## config.mk

```make
export PLATFORM = sky130hd
export DESIGN_NAME = inv_subbytes_seq_flat
export DESIGN_NICKNAME = d
export VERILOG_FILES = /design/src/rtl/inv_subbytes_if.sv /design/src/rtl/inv_subbytes_seq.sv /design/src/flat_wrapper.sv
export SDC_FILE = /design/constraint.sdc
export NUM_CORES = 1
export LEC_CHECK = 0
export BUFFER_PORTS_ARGS = -buffer_cell sky130_fd_sc_hd__buf_2
export CAP_MARGIN = 20
export CORE_UTILIZATION = 46
export DETAILED_ROUTE_END_ITERATION = 8
export PLACE_DENSITY = 0.67
export SLEW_MARGIN = 20
export SYNTH_ARGS = -nofsm -noshare
export SYNTH_HDL_FRONTEND = slang
export SYNTH_SLANG_ARGS = --single-unit
```

## constraint.sdc

```tcl
create_clock -name clk -period 6.2 [get_ports clk]
set_input_delay 0.31 -clock clk [delete_from_list [all_inputs] [get_ports clk]]
set_output_delay 0.31 -clock clk [all_outputs]
set_load 0.05 [all_outputs]
```

## src/rtl/inv_subbytes_if.sv

```systemverilog
// Valid/ready handshake bundle for the inverse nibble-substitution stage.
// The master side feeds words in and consumes results; the slave side is the stage itself.
interface inv_subbytes_if;
    logic        in_valid;
    logic        in_ready;
    logic [15:0] in_data;
    logic        out_valid;
    logic        out_ready;
    logic [15:0] out_data;

    modport master (
        output in_valid, in_data, out_ready,
        input  in_ready, out_valid, out_data
    );

    modport slave (
        input  in_valid, in_data, out_ready,
        output in_ready, out_valid, out_data
    );
endinterface

```

## src/rtl/inv_subbytes_seq.sv

```systemverilog
// S-AES InvSubNibbles stage: one shared bank of NIB_PER_CYC inverse S-box lookups,
// swept MSB nibble first across the 16-bit state, with valid/ready on both sides.
module inv_subbytes_seq #(
    parameter int NIB_PER_CYC = 1
) (
    input  logic          clk,
    input  logic          rst_n,
    inv_subbytes_if.slave bus,
    output logic          busy
);

    localparam int         GROUPS   = 4 / NIB_PER_CYC;
    localparam logic [1:0] LAST_CNT = 2'(GROUPS - 1);

    generate
        if (NIB_PER_CYC != 1 && NIB_PER_CYC != 2 && NIB_PER_CYC != 4) begin : g_bad_param
            $error("inv_subbytes_seq: NIB_PER_CYC must be 1, 2 or 4");
        end
    endgenerate

    typedef enum logic [1:0] {IDLE, BUSY, DONE} state_t;

    state_t      state;
    state_t      state_nxt;
    logic [1:0]  cnt;
    logic [15:0] work;
    logic [15:0] work_sub;
    logic [15:0] out_data_r;
    logic [1:0]  pos;
    logic        last_grp;

    function automatic logic [3:0] inv_sbox(input logic [3:0] n);
        case (n)
            4'h0: inv_sbox = 4'hA;
            4'h1: inv_sbox = 4'h5;
            4'h2: inv_sbox = 4'h9;
            4'h3: inv_sbox = 4'hB;
            4'h4: inv_sbox = 4'h1;
            4'h5: inv_sbox = 4'h7;
            4'h6: inv_sbox = 4'h8;
            4'h7: inv_sbox = 4'hF;
            4'h8: inv_sbox = 4'h6;
            4'h9: inv_sbox = 4'h0;
            4'hA: inv_sbox = 4'h2;
            4'hB: inv_sbox = 4'h3;
            4'hC: inv_sbox = 4'hC;
            4'hD: inv_sbox = 4'h4;
            4'hE: inv_sbox = 4'hD;
            default: inv_sbox = 4'hE;
        endcase
    endfunction

    // Nibble p (0 = MSB) lives at bit offset 4*(3-p), i.e. {~p, 2'b00}.
    always_comb begin
        work_sub = work;
        pos      = 2'd0;
        for (int k = 0; k < NIB_PER_CYC; k++) begin
            pos = 2'(int'(cnt) * NIB_PER_CYC + k);
            work_sub[{~pos, 2'b00} +: 4] = inv_sbox(work[{~pos, 2'b00} +: 4]);
        end
    end

    assign last_grp = (cnt == LAST_CNT);

    always_comb begin
        state_nxt = state;
        case (state)
            IDLE:    if (bus.in_valid)  state_nxt = BUSY;
            BUSY:    if (last_grp)      state_nxt = DONE;
            DONE:    if (bus.out_ready) state_nxt = IDLE;
            default:                    state_nxt = IDLE;
        endcase
    end

    always_ff @(posedge clk) begin
        if (!rst_n) begin
            state      <= IDLE;
            cnt        <= 2'd0;
            work       <= 16'h0000;
            out_data_r <= 16'h0000;
        end else begin
            state <= state_nxt;
            case (state)
                IDLE: begin
                    if (bus.in_valid) begin
                        work <= bus.in_data;
                        cnt  <= 2'd0;
                    end
                end
                BUSY: begin
                    work <= work_sub;
                    cnt  <= cnt + 2'd1;
                    if (last_grp) out_data_r <= work_sub;
                end
                default: ;
            endcase
        end
    end

    assign bus.in_ready  = (state == IDLE);
    assign bus.out_valid = (state == DONE);
    assign bus.out_data  = out_data_r;
    assign busy          = (state != IDLE);

endmodule
```

## src/flat_wrapper.sv

```systemverilog
// flat-port wrapper written by rule: the top's interface ports become plain ports
module inv_subbytes_seq_flat 
#(
    parameter int NIB_PER_CYC = 1
)
  (clk, rst_n, busy, bus_in_valid, bus_in_data, bus_out_ready, bus_in_ready, bus_out_valid, bus_out_data);
  inv_subbytes_if bus_i ();
  input  logic clk;
  input  logic rst_n;
  output logic busy;
  input wire logic [$bits(bus_i.in_valid)-1:0] bus_in_valid;
  input wire logic [$bits(bus_i.in_data)-1:0] bus_in_data;
  input wire logic [$bits(bus_i.out_ready)-1:0] bus_out_ready;
  output wire logic [$bits(bus_i.in_ready)-1:0] bus_in_ready;
  output wire logic [$bits(bus_i.out_valid)-1:0] bus_out_valid;
  output wire logic [$bits(bus_i.out_data)-1:0] bus_out_data;
  assign bus_i.in_valid = bus_in_valid;
  assign bus_i.in_data = bus_in_data;
  assign bus_i.out_ready = bus_out_ready;
  assign bus_in_ready = bus_i.in_ready;
  assign bus_out_valid = bus_i.out_valid;
  assign bus_out_data = bus_i.out_data;
  inv_subbytes_seq #(.NIB_PER_CYC(NIB_PER_CYC)) u_core (.clk(clk), .rst_n(rst_n), .bus(bus_i), .busy(busy));
endmodule
```

Word level (Yosys, flattened, before mapping)

Memory sizes are Yosys's and may differ from the RTL's.
Index checks and enable logic that the tools add are counted.

Register bits after elaboration: 36
Bits in latches: 0
Memory bits (writable): 0
ROM bits: 64
Input bits: 20
Output and inout bits: 19
Logic and storage cells: 32
Memories kept: 1

Add/subtract/negate cells: 2
Multiply operators: 0
Div/mod/pow operators: 0
$lt $le $gt $ge: 0
Eq/ne operators: 6
Shift-type cells: 3
Mux-type cells: 9
Bitwise operators: 1
Reduce and logical (&&, ||, !) cells: 6

Memory list:

| memory          | words | width | read ports | clocked after memory_dff | write ports | line                   | RTL |
|---|---|---|---|---|---|---|---|
| (no name shown) | 16    | 4     | 1          | 0                        | 0           | inv_subbytes_seq.sv:33 | `case (n)` |

Operators with widths:

| cell                     | count |
|---|---|
| $pmux W16 S2             | 1 |
| $bwmux W16               | 1 |
| $mux W16                 | 1 |
| $shift A4 B6 Y16 const A | 1 |
| $shiftx A16 B5 Y4        | 1 |
| $shiftx A4 B6 Y16        | 1 |
| $mux W2                  | 4 |
| $neg A4 Y6               | 1 |
| $pmux W2 S3              | 1 |
| $eq A2 B2 Y1 const B     | 2 |
| $ne A2 B2 Y1 const B     | 2 |
| $pmux W2 S2              | 1 |
| $reduce_and A2 Y1        | 2 |
| $reduce_bool A2 Y1       | 2 |
| $reduce_and A3 Y1        | 1 |
| $add A2 B1 Y2 const B    | 1 |
| $eq A2 B1 Y1 const B     | 1 |
| $logic_not A2 Y1         | 1 |
| $ne A2 B1 Y1 const B     | 1 |
| $not A2 Y2               | 1 |

Logic depth before layout (Yosys ltp)

An unclocked memory read counts as a cell.

Word-level depth: 6
Gate-level depth with buffers: 7
Gate-level depth less buffers: 6

Least setup slack after synthesis

OpenSTA, ideal clock, no wires.

Path kind: flip-flop to flip-flop
Start: register u_core.cnt[1]
End: register u_core.work[1]
Library setup time: 0.130 ns
Arrival time: 1.937 ns
Required time: 6.070 ns
Setup slack: 4.133 ns
Stages on the path, launching flop included: 8
Path buffers: 1
Clock period less this slack: 2.067 ns
Cell sequence: dfxtp_1 -> buf_6 -> mux4_1 -> inv_1 -> ha_1 -> or3b_4 -> nand3_2 -> o221ai_2

Longest elaborated chain between the ends: 6
Elaborated cells between the ends (all ways): 8
Classes of those cells: add/sub: 1; shift: 3; mux: 2; bitwise: 1; memory: 1

Ends and longest elaborated chain:

| what                   | line                   | RTL |
|---|---|---|
| start, declared        | inv_subbytes_seq.sv:25 | `logic [1:0] cnt;` |
| start signal, assigned | inv_subbytes_seq.sv:92 | `cnt <= cnt + 2'd1;` |
| $not A2 Y2 (*)         | inv_subbytes_seq.sv:59 | `work_sub[{~pos, 2'b00} +: 4] = inv_sbox(work[{~pos, 2'b00} +: 4]);` |
| $shiftx A16 B5 Y4      | inv_subbytes_seq.sv:59 |  |
| $mem_v2 Z16 W4         | --                     |  |
| $shiftx A4 B6 Y16      | inv_subbytes_seq.sv:59 |  |
| $bwmux W16 (*)         | inv_subbytes_seq.sv:59 |  |
| $pmux W16 S2 (*)       | inv_subbytes_seq.sv:83 | `case (state)` |
| end signal, assigned   | inv_subbytes_seq.sv:86 | `work <= bus.in_data;` |
| end signal, assigned   | inv_subbytes_seq.sv:91 | `work <= work_sub;` |
| end, declared          | inv_subbytes_seq.sv:26 | `logic [15:0] work;` |

Every way passes the cells marked *; elsewhere a longest branch is shown, timed or not.
A chain may end at the register's enable or synchronous reset.

Final worst setup path

Start: register u_core.cnt[1]
End: register u_core.work[0]

The elaborated chain is that of the path after synthesis.

==> parameters.txt <==
Parameter                              Value

Worst hold path
  Type of the most critical hold path    in2reg
  Number of cells traversed by the worst hold path    3

GRT
  Final global-route overflow total    0
  Routing usage on met2    0.3811
  Most congested layer reported by global routing    met2
  Met3 GRT Util    0.06944
  Maximum number of pins on one net before global-route repair    26
  Number of global-route vias before repair    roughly 1900
  Total global routing track utilization    0.2526
  Global-route wire length before repair    approximately 9900 um
  Initial antenna violation count    0
  GR Util met1    0.3439

Clock tree
  Buffer levels on the longest clock path    2
  CTS tree    built
  Clock insertion delay at the later pin of the skew report    300 ps
  Clock tree root driver cell    sky130_fd_sc_hd__clkbuf_8
  Setup bufs post-CTS    0
  Cells resized by post-CTS repair    0
  TritonCTS sink count    36
  Total number of H-tree levels    2
  Clock-pin slew reported for the worst setup and hold paths after clock tree synthesis    70 ps
  Number of buffers created by CTS    5
  CTS Hold Buffers Added    0

Critical path
  Arrival time of data at the critical path endpoint    2540 ps
  Delay contributed by the slowest stage of the critical path    730 ps
  Crit start category    flip-flop
  Max stage delay cell, worst path    sky130_fd_sc_hd__mux4_1
  Logic depth of the worst path, buffers included    5
  Category of the most critical setup path    reg2reg
  Buffers and inverters on the worst path    0
  Worst EP required    6370 ps
  CP Cell Sequence    mux4_1, ha_1, mux2_4, mux2i_4, o221ai_2
  Crit path max-delay family    multiplexers
  Highest net fanout along the worst path    9
  CP endpoint kind    flip-flop
  Number of cells on the worst reg-to-reg path    5

Timing
  Max Clock Freq    421.9 MHz
  Slew of the pin with the lowest slew margin    a little under 900 ps
  Setup Total Neg Slack    0 ps
  Final Hold Fails    0
  Total of endpoints with negative setup slack in the final report    0
  Relative max-transition margin    0.4126
  Period minus WS final    2370 ps
  Setup repair after global routing missed its margin    no
  Worst setup skew after layout    10.02 ps
  Pins Over Slew Limit    0
  Crit share post-route    0.3823
  PnR worst setup slack    3830 ps

Placed design
  Gpl congestion    about 0.9
  HPWL reported at the end of detailed placement    4454 um
  Worst setup slack before clock tree synthesis    ~3900 ps
  Port bufs    38

Route
  Antenna-violating nets left    0
  Total iterations of the first detailed-routing run    4
  Drt total wl    6202 um
  Drc violations    0
  Average wire per cell in the routed design    around 17 um
  Violation count after the first detailed-routing iteration    approximately 130
  DR vias/cell    roughly 5.7
  Total vias in the final route    2094

Synthesis
  Yosys synthesis warning count    0
  Post-Synthesis Cells    266
  Post-synthesis area per instance    roughly 8.6 um^2
  Cell type with the highest aggregate area in the netlist    sky130_fd_sc_hd__dfxtp_1
  Fraction of synthesized cell area taken by the top area cell type    0.3158
  Most used flip-flop cell after synthesis    sky130_fd_sc_hd__dfxtp_1
  Seq/Total Area, Yosys    0.3158
  Post-Syn Nets    about 300
  Fraction of synthesis flops using an asynchronous set or reset pin    0
  Synth Cell Area    0.002282 mm^2
  Top post-synthesis cells by area    sky130_fd_sc_hd__dfxtp_1 (32%), sky130_fd_sc_hd__a21oi_1 (6.4%), sky130_fd_sc_hd__ha_1 (6.0%), sky130_fd_sc_hd__mux4_2 (3.9%), sky130_fd_sc_hd__nor2b_1 (3.8%)
  Cell variety after synth    51
  Number of synthesized flops with an enable pin    0
  FF+latch count, synth    36

Cells and area
  # nets final    328
  Layout overhead on the synthesized area    14.20%
  Fillcell total    slightly below 500
  Layout cells sized above 1    0.2081
  Final antenna diode count    0

Power
  Proportion of power drawn by flip-flops and latches    0.418
  Fraction of power spent switching nets    0.2887
  Combinational power share    0.206
  P_int    0.0004380 W
  Clock share of power    0.376
  Total leakage power    1.074 nW
  IR Drop Worst-Case VDD    0.1175 mV
  Power density normalized to cell area    roughly 240 mW/mm^2
  Switching power    0.0001778 W

Floorplanning
  Full die area    0.005247 mm^2
  Core Area    0.004755 mm^2
  Initial core utilization    0.4800
  Floorplan die width    72.44 um
  I/O Pins    39
  DIE HEIGHT    72.44 um
  Number of standard-cell rows in the floorplan    25

Job
  Max_cap viols    0

Status
  Outcome    finished, final reports clean
## cells in the final DEF (no fill, tap or decap), types with 2 or more instances in the layout
cell,synthesis,routed
sky130_fd_sc_hd__a21oi_1,29,29
sky130_fd_sc_hd__a2bb2oi_1,4,4
sky130_fd_sc_hd__a31oi_1,4,4
sky130_fd_sc_hd__and2_1,3,3
sky130_fd_sc_hd__and3_1,4,4
sky130_fd_sc_hd__buf_2,0,38
sky130_fd_sc_hd__buf_4,3,2
sky130_fd_sc_hd__clkbuf_8,0,7
sky130_fd_sc_hd__dfxtp_1,36,36
sky130_fd_sc_hd__ha_1,11,11
sky130_fd_sc_hd__inv_1,11,11
sky130_fd_sc_hd__mux2_4,2,2
sky130_fd_sc_hd__mux2i_1,2,2
sky130_fd_sc_hd__mux4_2,4,4
sky130_fd_sc_hd__nand2_1,17,17
sky130_fd_sc_hd__nand2b_1,9,9
sky130_fd_sc_hd__nand3_1,6,6
sky130_fd_sc_hd__nand3b_1,7,7
sky130_fd_sc_hd__nand4_1,2,2
sky130_fd_sc_hd__nor2_1,15,15
sky130_fd_sc_hd__nor2b_1,14,14
sky130_fd_sc_hd__nor3_1,7,7
sky130_fd_sc_hd__nor3b_1,3,3
sky130_fd_sc_hd__o211ai_1,2,2
sky130_fd_sc_hd__o21ai_0,13,13
sky130_fd_sc_hd__o21ai_1,3,3
sky130_fd_sc_hd__o21bai_1,3,3
sky130_fd_sc_hd__o221ai_1,4,4
sky130_fd_sc_hd__o221ai_2,3,3
sky130_fd_sc_hd__o22a_1,4,4
sky130_fd_sc_hd__o22ai_1,5,5
sky130_fd_sc_hd__o2bb2ai_1,2,2
sky130_fd_sc_hd__xor2_1,4,4
## cells by family after synthesis
logic type / synth area share
AO/OA/AOI/OAI: 0.2308
AND/OR/NAND/NOR: 0.2352
multiplexers: 0.08279
buffers and inverters: 0.05976
adder cells (fa/ha/maj): 0.06031
flip-flops: 0.3158
XOR/XNOR: 0.01535
## synthesized netlist by cell type (5+ instances only)
cell                        n
sky130_fd_sc_hd__dfxtp_1   36
sky130_fd_sc_hd__a21oi_1   29
sky130_fd_sc_hd__nand2_1   17
sky130_fd_sc_hd__nor2_1    15
sky130_fd_sc_hd__nor2b_1   14
sky130_fd_sc_hd__o21ai_0   13
sky130_fd_sc_hd__ha_1      11
sky130_fd_sc_hd__inv_1     11
sky130_fd_sc_hd__clkbuf_1  10
sky130_fd_sc_hd__nand2b_1   9
sky130_fd_sc_hd__nand3b_1   7
sky130_fd_sc_hd__nor3_1     7
sky130_fd_sc_hd__nand3_1    6
sky130_fd_sc_hd__o22ai_1    5
## power groups by stage
stage	Clock [W]	Combinational [W]	Sequential [W]
detailed placement	0	0.000125	0.000262
finish	0.000231	0.000127	0.000257
global route	0.000244	0.000138	0.000259
global placement	0	0.000126	0.000262
CTS	0.000233	0.000126	0.000257
floorplan	0	0.0000991	0.000255
## registers in the layout (all words and copies together), names as in the netlist
signal               cells
u_core.bus.out_data     16
u_core.cnt               2
u_core.state             2
u_core.work             16
## path summary, 6_finish.rpt
| check | from | endpoint | slack (ps) |
|---|---|---|---|
| worst min register to register | u_core.bus.out_data[7] | u_core.bus.out_data[7] | 450 |
| worst max-delay path | u_core.cnt[1] | u_core.work[0] | 3830 |
| worst min-delay path | bus_out_ready | u_core.state[1] | 280 |
| worst max register to register | u_core.cnt[1] | u_core.work[0] | 3830 |
## per-layer routing
layer,routed length [um],share of wire
met1,2820,0.45
met2,2848,0.46
met3,453,0.073
met4,80,0.013
met5,0,0
## metrics by stage
| step | util | cell area, um^2 | total power, W | cells | hold WS (ps) |
|---|---|---|---|---|---|
| after floorplan | - | 2282 | 0.0003538 | 266 | 487.7 |
| after global placement | 0.5216 | 2480 | 0.0003876 | 357 | 439.4 |
| after detailed placement | 0.5216 | 2480 | 0.0003869 | 357 | 444.5 |
| after CTS | 0.5482 | 2606 | 0.0006155 | 365 | 273.9 |
| after global routing | 0.5482 | 2606 | 0.0006410 | 365 | 295.5 |
| final | 0.5482 | 2606 | 0.0006158 | 365 | 278.5 |
## worst min-delay path, cell delays in order
cell	delay, ps
sky130_fd_sc_hd__buf_2	70
sky130_fd_sc_hd__or3_1	90
sky130_fd_sc_hd__a21oi_1	50
## layout make-up
| class | count | area [um^2] | area share |
|---|---|---|---|
| inverter | 12 | 45.04 | 0.01728 |
| clock inverter | 1 | 30.03 | 0.01152 |
| multi-input combinational | 202 | 1425 | 0.5468 |
| tap | 67 | 83.83 | 0.03217 |
| timing repair buffer | 40 | 205.2 | 0.07873 |
| sequential | 36 | 720.7 | 0.2765 |
| clock buffer | 7 | 96.34 | 0.03697 |
No activity file was read; power rests on OpenSTA's default activity.
